===== src/rtl/md_unit.sv =====
// Multi-cycle multiply/divide unit holding the architectural HI/LO registers.
// Results are computed at issue into shadow registers and committed when the busy countdown expires.
module md_unit #(
  parameter int unsigned MULT_CYCLES = 5,
  parameter int unsigned DIV_CYCLES  = 10
) (
  input  logic        clk,
  input  logic        rst_n,
  input  logic        MDStart,
  input  logic [2:0]  MDOp,
  input  logic [31:0] MDOpA,
  input  logic [31:0] MDOpB,
  output logic        Busy,
  output logic [31:0] HI,
  output logic [31:0] LO
);

  typedef enum logic {IDLE, RUN} state_t;

  state_t      state;
  logic        busy_r;
  logic [31:0] cnt;
  logic [31:0] hi_r, lo_r;
  logic [31:0] hi_sh, lo_sh;
  logic        wr_sh;

  logic        is_signed, a_neg, b_neg;
  logic [31:0] a_mag, b_mag, quot, rem, q_s, r_s;
  logic [63:0] prod, prod_s;

  // Sign-magnitude datapath: avoids the signed-overflow corner of 0x80000000 / -1,
  // which falls out naturally as magnitude 0x80000000 negated back to itself.
  always_comb begin
    is_signed = ~MDOp[0];
    a_neg     = is_signed & MDOpA[31];
    b_neg     = is_signed & MDOpB[31];
    a_mag     = a_neg ? (~MDOpA + 32'd1) : MDOpA;
    b_mag     = b_neg ? (~MDOpB + 32'd1) : MDOpB;
    prod      = {32'd0, a_mag} * {32'd0, b_mag};
    prod_s    = (a_neg ^ b_neg) ? (~prod + 64'd1) : prod;
    quot      = '0;
    rem       = '0;
    if (b_mag != '0) begin
      quot = a_mag / b_mag;
      rem  = a_mag % b_mag;
    end
    q_s = (a_neg ^ b_neg) ? (~quot + 32'd1) : quot;
    r_s = a_neg ? (~rem + 32'd1) : rem;
  end

  always_ff @(posedge clk) begin
    if (!rst_n) begin
      state  <= IDLE;
      busy_r <= 1'b0;
      cnt    <= '0;
      hi_r   <= '0;
      lo_r   <= '0;
      hi_sh  <= '0;
      lo_sh  <= '0;
      wr_sh  <= 1'b0;
    end else begin
      case (state)
        IDLE: begin
          if (MDStart) begin
            case (MDOp)
              3'b000, 3'b001: begin
                hi_sh  <= prod_s[63:32];
                lo_sh  <= prod_s[31:0];
                wr_sh  <= 1'b1;
                cnt    <= 32'(MULT_CYCLES - 1);
                state  <= RUN;
                busy_r <= 1'b1;
              end
              3'b010, 3'b011: begin
                hi_sh  <= r_s;
                lo_sh  <= q_s;
                wr_sh  <= (MDOpB != '0);
                cnt    <= 32'(DIV_CYCLES - 1);
                state  <= RUN;
                busy_r <= 1'b1;
              end
              3'b100:  hi_r <= MDOpA;
              3'b101:  lo_r <= MDOpA;
              default: ;
            endcase
          end
        end
        RUN: begin
          if (cnt == '0) begin
            if (wr_sh) begin
              hi_r <= hi_sh;
              lo_r <= lo_sh;
            end
            state  <= IDLE;
            busy_r <= 1'b0;
          end else begin
            cnt <= cnt - 32'd1;
          end
        end
        default: begin
          state  <= IDLE;
          busy_r <= 1'b0;
        end
      endcase
    end
  end

  assign Busy = busy_r;
  assign HI   = hi_r;
  assign LO   = lo_r;

endmodule


===== config.mk =====
export PLATFORM = sky130hd
export DESIGN_NAME = md_unit
export DESIGN_NICKNAME = d
export VERILOG_FILES = /design/src/rtl/md_unit.sv
export SDC_FILE = /design/constraint.sdc
export NUM_CORES = 2
export LEC_CHECK = 0
export BUFFER_PORTS_ARGS = -buffer_cell sky130_fd_sc_hd__clkbuf_2
export CAP_MARGIN = 20
export CORE_AREA = 2 2 555 557
export CTS_BUF_LIST = sky130_fd_sc_hd__clkbuf_2
export DETAILED_ROUTE_END_ITERATION = 12
export DIE_AREA = 0 0 557 559
export SYNTH_ARGS = -nofsm -noshare
export SYNTH_HDL_FRONTEND = slang
export SYNTH_SLANG_ARGS = --single-unit

===== constraint.sdc =====
create_clock -name clk -period 149.1 [get_ports clk]
set_input_delay 29.82 -clock clk [delete_from_list [all_inputs] [get_ports clk]]
set_output_delay 29.82 -clock clk [all_outputs]
set_load 0.02 [all_outputs]

Word level (Yosys, flattened, before mapping)
Index checks and enable logic that the tools add are counted.
{"block": "totals", "in_bits": 70, "output_inout_bits": 65, "ff_bits": 163}
{"block": "classes", "addsub": 6, "mux": 32, "eq_ne": 13, "multipliers": 1, "bitwise": 10, "div_mod_pow": 2, "n_reduce_logical": 13}
{"cell": "two-way mux 32 bit", "count": 16}
{"cell": "one-hot mux 32 bit (2 select lines)", "count": 6}
{"cell": "adder 32 x 1 -> 32 bit, second input constant", "count": 4}
{"cell": "NOT 32 bit", "count": 4}
{"cell": "adder 64 x 1 -> 64 bit, second input constant", "count": 1}
{"cell": "multiplier 32 x 32 -> 64 bit", "count": 1}
{"cell": "two-way mux 64 bit", "count": 1}
{"cell": "NOT 64 bit", "count": 1}
{"cell": "nonzero test 32 bit", "count": 2}
{"cell": "divider 32 x 32 -> 32 bit", "count": 1}
{"cell": "zero test 32 bit", "count": 1}
{"cell": "remainder unit 32 x 32 -> 32 bit", "count": 1}
{"cell": "subtractor 32 x 1 -> 32 bit, second input constant", "count": 1}
{"cell": "AND reduction 3 bit", "count": 3}
{"cell": "inequality test 2 x 1 -> 1 bit, second input constant", "count": 4}
{"cell": "AND reduction 4 bit", "count": 2}
{"cell": "== test 3 x 2 -> 1 bit, second input constant", "count": 2}
{"cell": "== test 3 bit, second input constant", "count": 2}
{"cell": "two-way mux 1 bit", "count": 6}
{"cell": "inequality test 2 bit, second input constant", "count": 3}
{"cell": "one-hot mux 1 bit (2 select lines)", "count": 3}
{"cell": "OR reduction 2 bit", "count": 2}
{"cell": "OR reduction 4 bit", "count": 1}
{"cell": "== test 3 x 1 -> 1 bit, second input constant", "count": 1}
{"cell": "other kinds (6)", "count": 8}

Logic depth before layout (Yosys ltp)
{"block": "depth", "word_depth": 9, "mapped_depth": 383, "mapped_depth_nobuf": 351}

Least setup slack after synthesis
OpenSTA, ideal clock, no wires.
{"block": "synth_timing", "kind": "input to register", "start": "input MDOpB[0]", "end": "register lo_sh[30]", "slack_ns": 42.246, "t_arrival_ns": 106.768, "setup_ns": 0.086, "required_ns": 149.014, "stages": 345, "cell_sequence": "clkbuf_1 > inv_1 > clkbuf_1 > ha_1 > nor3b_1 > a41oi_1 > xnor2_1 > inv_1 > o211ai_1 > nor3_2 > nand4_1 > clkbuf_1 > nor2_1 > a31oi_1 > a31oi_1 > ha_1 > or3_1 > nand3_1 > [309 not listed] > a21oi_1 > nor2b_1 > o21a_1 > nor3_1 > a22oi_1 > and2_1 > buf_6 > clkinv_2 > ha_1 > and2_1 > a21boi_2 > a21boi_1 > a21boi_1 > a21oi_1 > or4_1 > nand4_1 > o21ai_1 > a211oi_1"}
{"block": "synth_via", "elab_chain_len": 9}
{"item": "start, declared", "line": "12", "rtl": "input logic [31:0] MDOpB,"}
{"item": "NOT 32 bit", "line": "38", "rtl": "b_mag = b_neg ? (~MDOpB + 32'd1) : MDOpB;"}
{"item": "adder 32 x 1 -> 32 bit", "line": "38"}
{"item": "two-way mux 32 bit *", "line": "38"}
{"item": "divider 32 x 32 -> 32 bit or nonzero test 32 bit (tied branches)", "line": "44, 43"}
{"item": "two-way mux 32 bit", "line": "43", "rtl": "if (b_mag != '0) begin"}
{"item": "NOT 32 bit", "line": "47", "rtl": "q_s = (a_neg ^ b_neg) ? (~quot + 32'd1) : quot;"}
{"item": "adder 32 x 1 -> 32 bit", "line": "47"}
{"item": "two-way mux 32 bit", "line": "47"}
{"item": "one-hot mux 32 bit (2 select lines) *", "line": "65", "rtl": "case (MDOp)"}
{"item": "end signal, assigned", "line": "68", "rtl": "lo_sh <= prod_s[31:0];"}
{"item": "end signal, assigned", "line": "76", "rtl": "lo_sh <= q_s;"}
{"item": "end, declared", "line": "24", "rtl": "logic [31:0] hi_sh, lo_sh;"}
Every way passes the cells marked *; elsewhere a longest branch is shown, timed or not.
A chain may end at the register's enable or synchronous reset.

Final worst setup path
{"block": "layout_timing", "start": "input MDOpB[0]", "end": "register hi_sh[31]"}
{"block": "layout_via", "elab_chain_len": 9}
{"item": "NOT 32 bit", "line": "38"}
{"item": "adder 32 x 1 -> 32 bit", "line": "38"}
{"item": "two-way mux 32 bit *", "line": "38"}
{"item": "remainder unit 32 x 32 -> 32 bit or nonzero test 32 bit (tied branches)", "line": "45, 43"}
{"item": "two-way mux 32 bit", "line": "43"}
{"item": "NOT 32 bit", "line": "48", "rtl": "r_s = a_neg ? (~rem + 32'd1) : rem;"}
{"item": "adder 32 x 1 -> 32 bit", "line": "48"}
{"item": "two-way mux 32 bit", "line": "48"}
{"item": "one-hot mux 32 bit (2 select lines) *", "line": "65"}
{"item": "end signal, assigned", "line": "67", "rtl": "hi_sh <= prod_s[63:32];"}
{"item": "end signal, assigned", "line": "75", "rtl": "hi_sh <= r_s;"}
{"item": "end, declared", "line": "24"}
Marked as above.

==> run summary <==
Initial core utilization - 24.9%
Post-synth EDFFs - 0
FILL cells - 33582
Drt drc - 0
Tightest Pin Transition - 1270 ps
CTS root buffer - clkbuf_2
Mapped Area - 76100 um^2
Routed WL per cell - 25.6 um
CP Capture Type - flop
RSZ-0062 raised after global routing - false
Distinct cells, synth - 119
HPWL after DPL - 291 mm
First-pass GRT wire length - 534 mm
Nature of the critical path startpoint - input pin
Yosys reg bits - 163
Worst r2r src - cnt[14]
YS warnings - 0
Grt total ovfl - 0
Clock latency on the worst-skew pair - 1140 ps
Post-route clock period utilization - 85.2%
CP max stage cell - o32ai_1
Post-Syn Nets - 12070
Final setup viols - 0
DRT Pass-1 Iters - 7
CTS resizes - 0
Fin crit period - 126980 ps
Iter 0 DRT Violations - 9534
Gpl congestion - 1.04
Worst hold start - hi_sh[11]
Final hold vios - 0
Total number of vias - 78852
Largest net degree at the start of global routing - 79
CTS H-tree depth - 4
Critical Path RT - 150070 ps
Longest Clk Path Bufs - 2
# hold bufs at CTS - 0
Clock-pin slew on the worst setup and hold paths - 340 ps
Postcts setup bufs - 0
Die area - 311000 um^2
Clock skew - 168 ps
Max-slew violations - 0
Slew HR - 14.5%
Cts bufs inserted - 17
Vias in the first global route - 77120
Die Height - 559 um
Most frequent CP cell - ha_1
Total Wirelength - 368 mm
FFs w/ async S/R, synth - 0%
Total core area - 305000 um^2
I/O Pins - 135
Routed Antenna Nets - 0
Mapped Cells - 10300
Worst setup path start - MDOpB[0]
Crit-path max cell delay - 980 ps
Status - finished, final reports clean
Synthesized area per cell - 7.38 um^2
Row count - 203
Share of cells above drive strength 1 - 6.59%
Seq/Total Area, Yosys - 4.29%
Initial antenna violation count - 25
Max FO, Critical Path - 52
Clock sink count - 163
WP data arrival - 127950 ps
Critical path class - in -> reg
CTS tree - built
Max Clock Freq - 7.88 MHz
Die X - 557 um
Final #Nets - 11999
Number of vias per cell - 5.49
PortBufs - 134
Area growth syn-to-layout - 8.76%
Hold Path Class - reg -> reg
Setup TNS - 0 ps
Max-Cap Viols - 0
Total global routing track utilization - 23.1%
Most common flop cell mapped by yosys - dfxtp_1
-- synthesized netlist by cell type (60+ instances only) --
library cell	number	share of area, %
a211oi_1	150	1.5
a21o_1	215	2.1
a21oi_1	751	4.9
a31oi_1	127	1.0
and3_1	60	0.49
clkbuf_1	363	1.8
dfxtp_1	163	4.3
fa_1	897	24
ha_1	803	13
inv_1	1177	5.8
nand2_1	1513	7.5
nand2b_1	71	0.58
nand3_1	206	1.4
nand4_1	79	0.65
nor2_1	1013	5.0
nor2b_1	107	0.88
nor3_1	194	1.3
nor4_1	67	0.55
o211ai_1	88	0.87
o21a_1	118	1.2
o21ai_0	411	2.7
o21bai_1	65	0.64
or3_1	77	0.63
xnor2_1	380	4.4
xor2_1	263	3.0
-- critical path, delay by kind of cell --
kind / cells / cell delay (ps)
compound gates: 159 / 48660
xor+xnor: 2 / 360
fa+ha+maj: 32 / 10930
buf+inv: 34 / 8510
mux: 1 / 270
simple gates: 114 / 28950
-- per-layer routing --
layer	track usage [%]	vias up	wire length, um
met5	0	-	71
met3	4.09	1079	35800
li1	-	34791	-
met1	29.2	38459	143000
met2	36.0	4513	159000
met4	15.1	10	29800
-- cells in the final DEF (no fill, tap or decap), drive strengths merged, types with 153 or more instances in the layout --
cell type / instances
nand3: 210
clkbuf: 153
fa: 897
buf: 240
dfxtp: 163
xor2: 263
inv: 1196
o21ai: 438
xnor2: 380
nor3: 204
ha: 803
nand2: 1514
a21oi: 754
a21o: 215
nor2: 1017
-- path summary, 6_finish.rpt --
check | cells after the start | to | slack (ps)
worst min register to register | 2 | hi_sh[11] | 480
worst max-delay path | 342 | hi_sh[31] | 22120
worst min-delay path | 2 | hi_sh[11] | 480
worst max register to register | 10 | LO[30] | 145210
-- area by class of cell --
type / instances / area [um^2] / area share (%)
Multi-Input combinational cell: 8474 / 67000 / 81.0
Tap cell: 4100 / 5130 / 6.20
Inverter: 1197 / 4500 / 5.44
Sequential cell: 163 / 3270 / 3.95
Timing Repair Buffer: 376 / 2500 / 3.02
Clock inverter: 15 / 209 / 0.253
Clock buffer: 17 / 85.1 / 0.103
Antenna cell: 13 / 32.5 / 0.0393
-- stage by stage --
step / area [um^2] / hold WS, ps / setup slack [ps] / util [%] / instances
floorplan: 76100 / 432 / 42250 / - / 10300
global placement: 82300 / 445 / 23710 / 27.0 / 14301
detailed placement: 82400 / 447 / 24370 / 27.0 / 14306
CTS: 82700 / 475 / 25180 / 27.1 / 14338
global route: 82700 / 494 / 18080 / 27.1 / 14349
finish: 82700 / 476 / 22120 / 27.1 / 14355
-- state kept, by name, indices dropped and copies added, names as in the netlist --
name   cells
HI        32
LO        32
cnt       32
hi_sh     32
lo_sh     32
Busy       1
state      1
wr_sh      1
-- logic make-up after synthesis --
group | Yosys count | share of synthesized area, %
simple gates | 3644 | 21.7
flops | 163 | 4.29
compound gates | 2435 | 20.7
buf+inv | 1663 | 8.36
mux | 52 | 0.734
xor+xnor | 643 | 7.40
fa+ha+maj | 1700 | 36.8
Power is not shown: default switching activity piles up to over one toggle a cycle in this logic, so the estimate is an artifact.
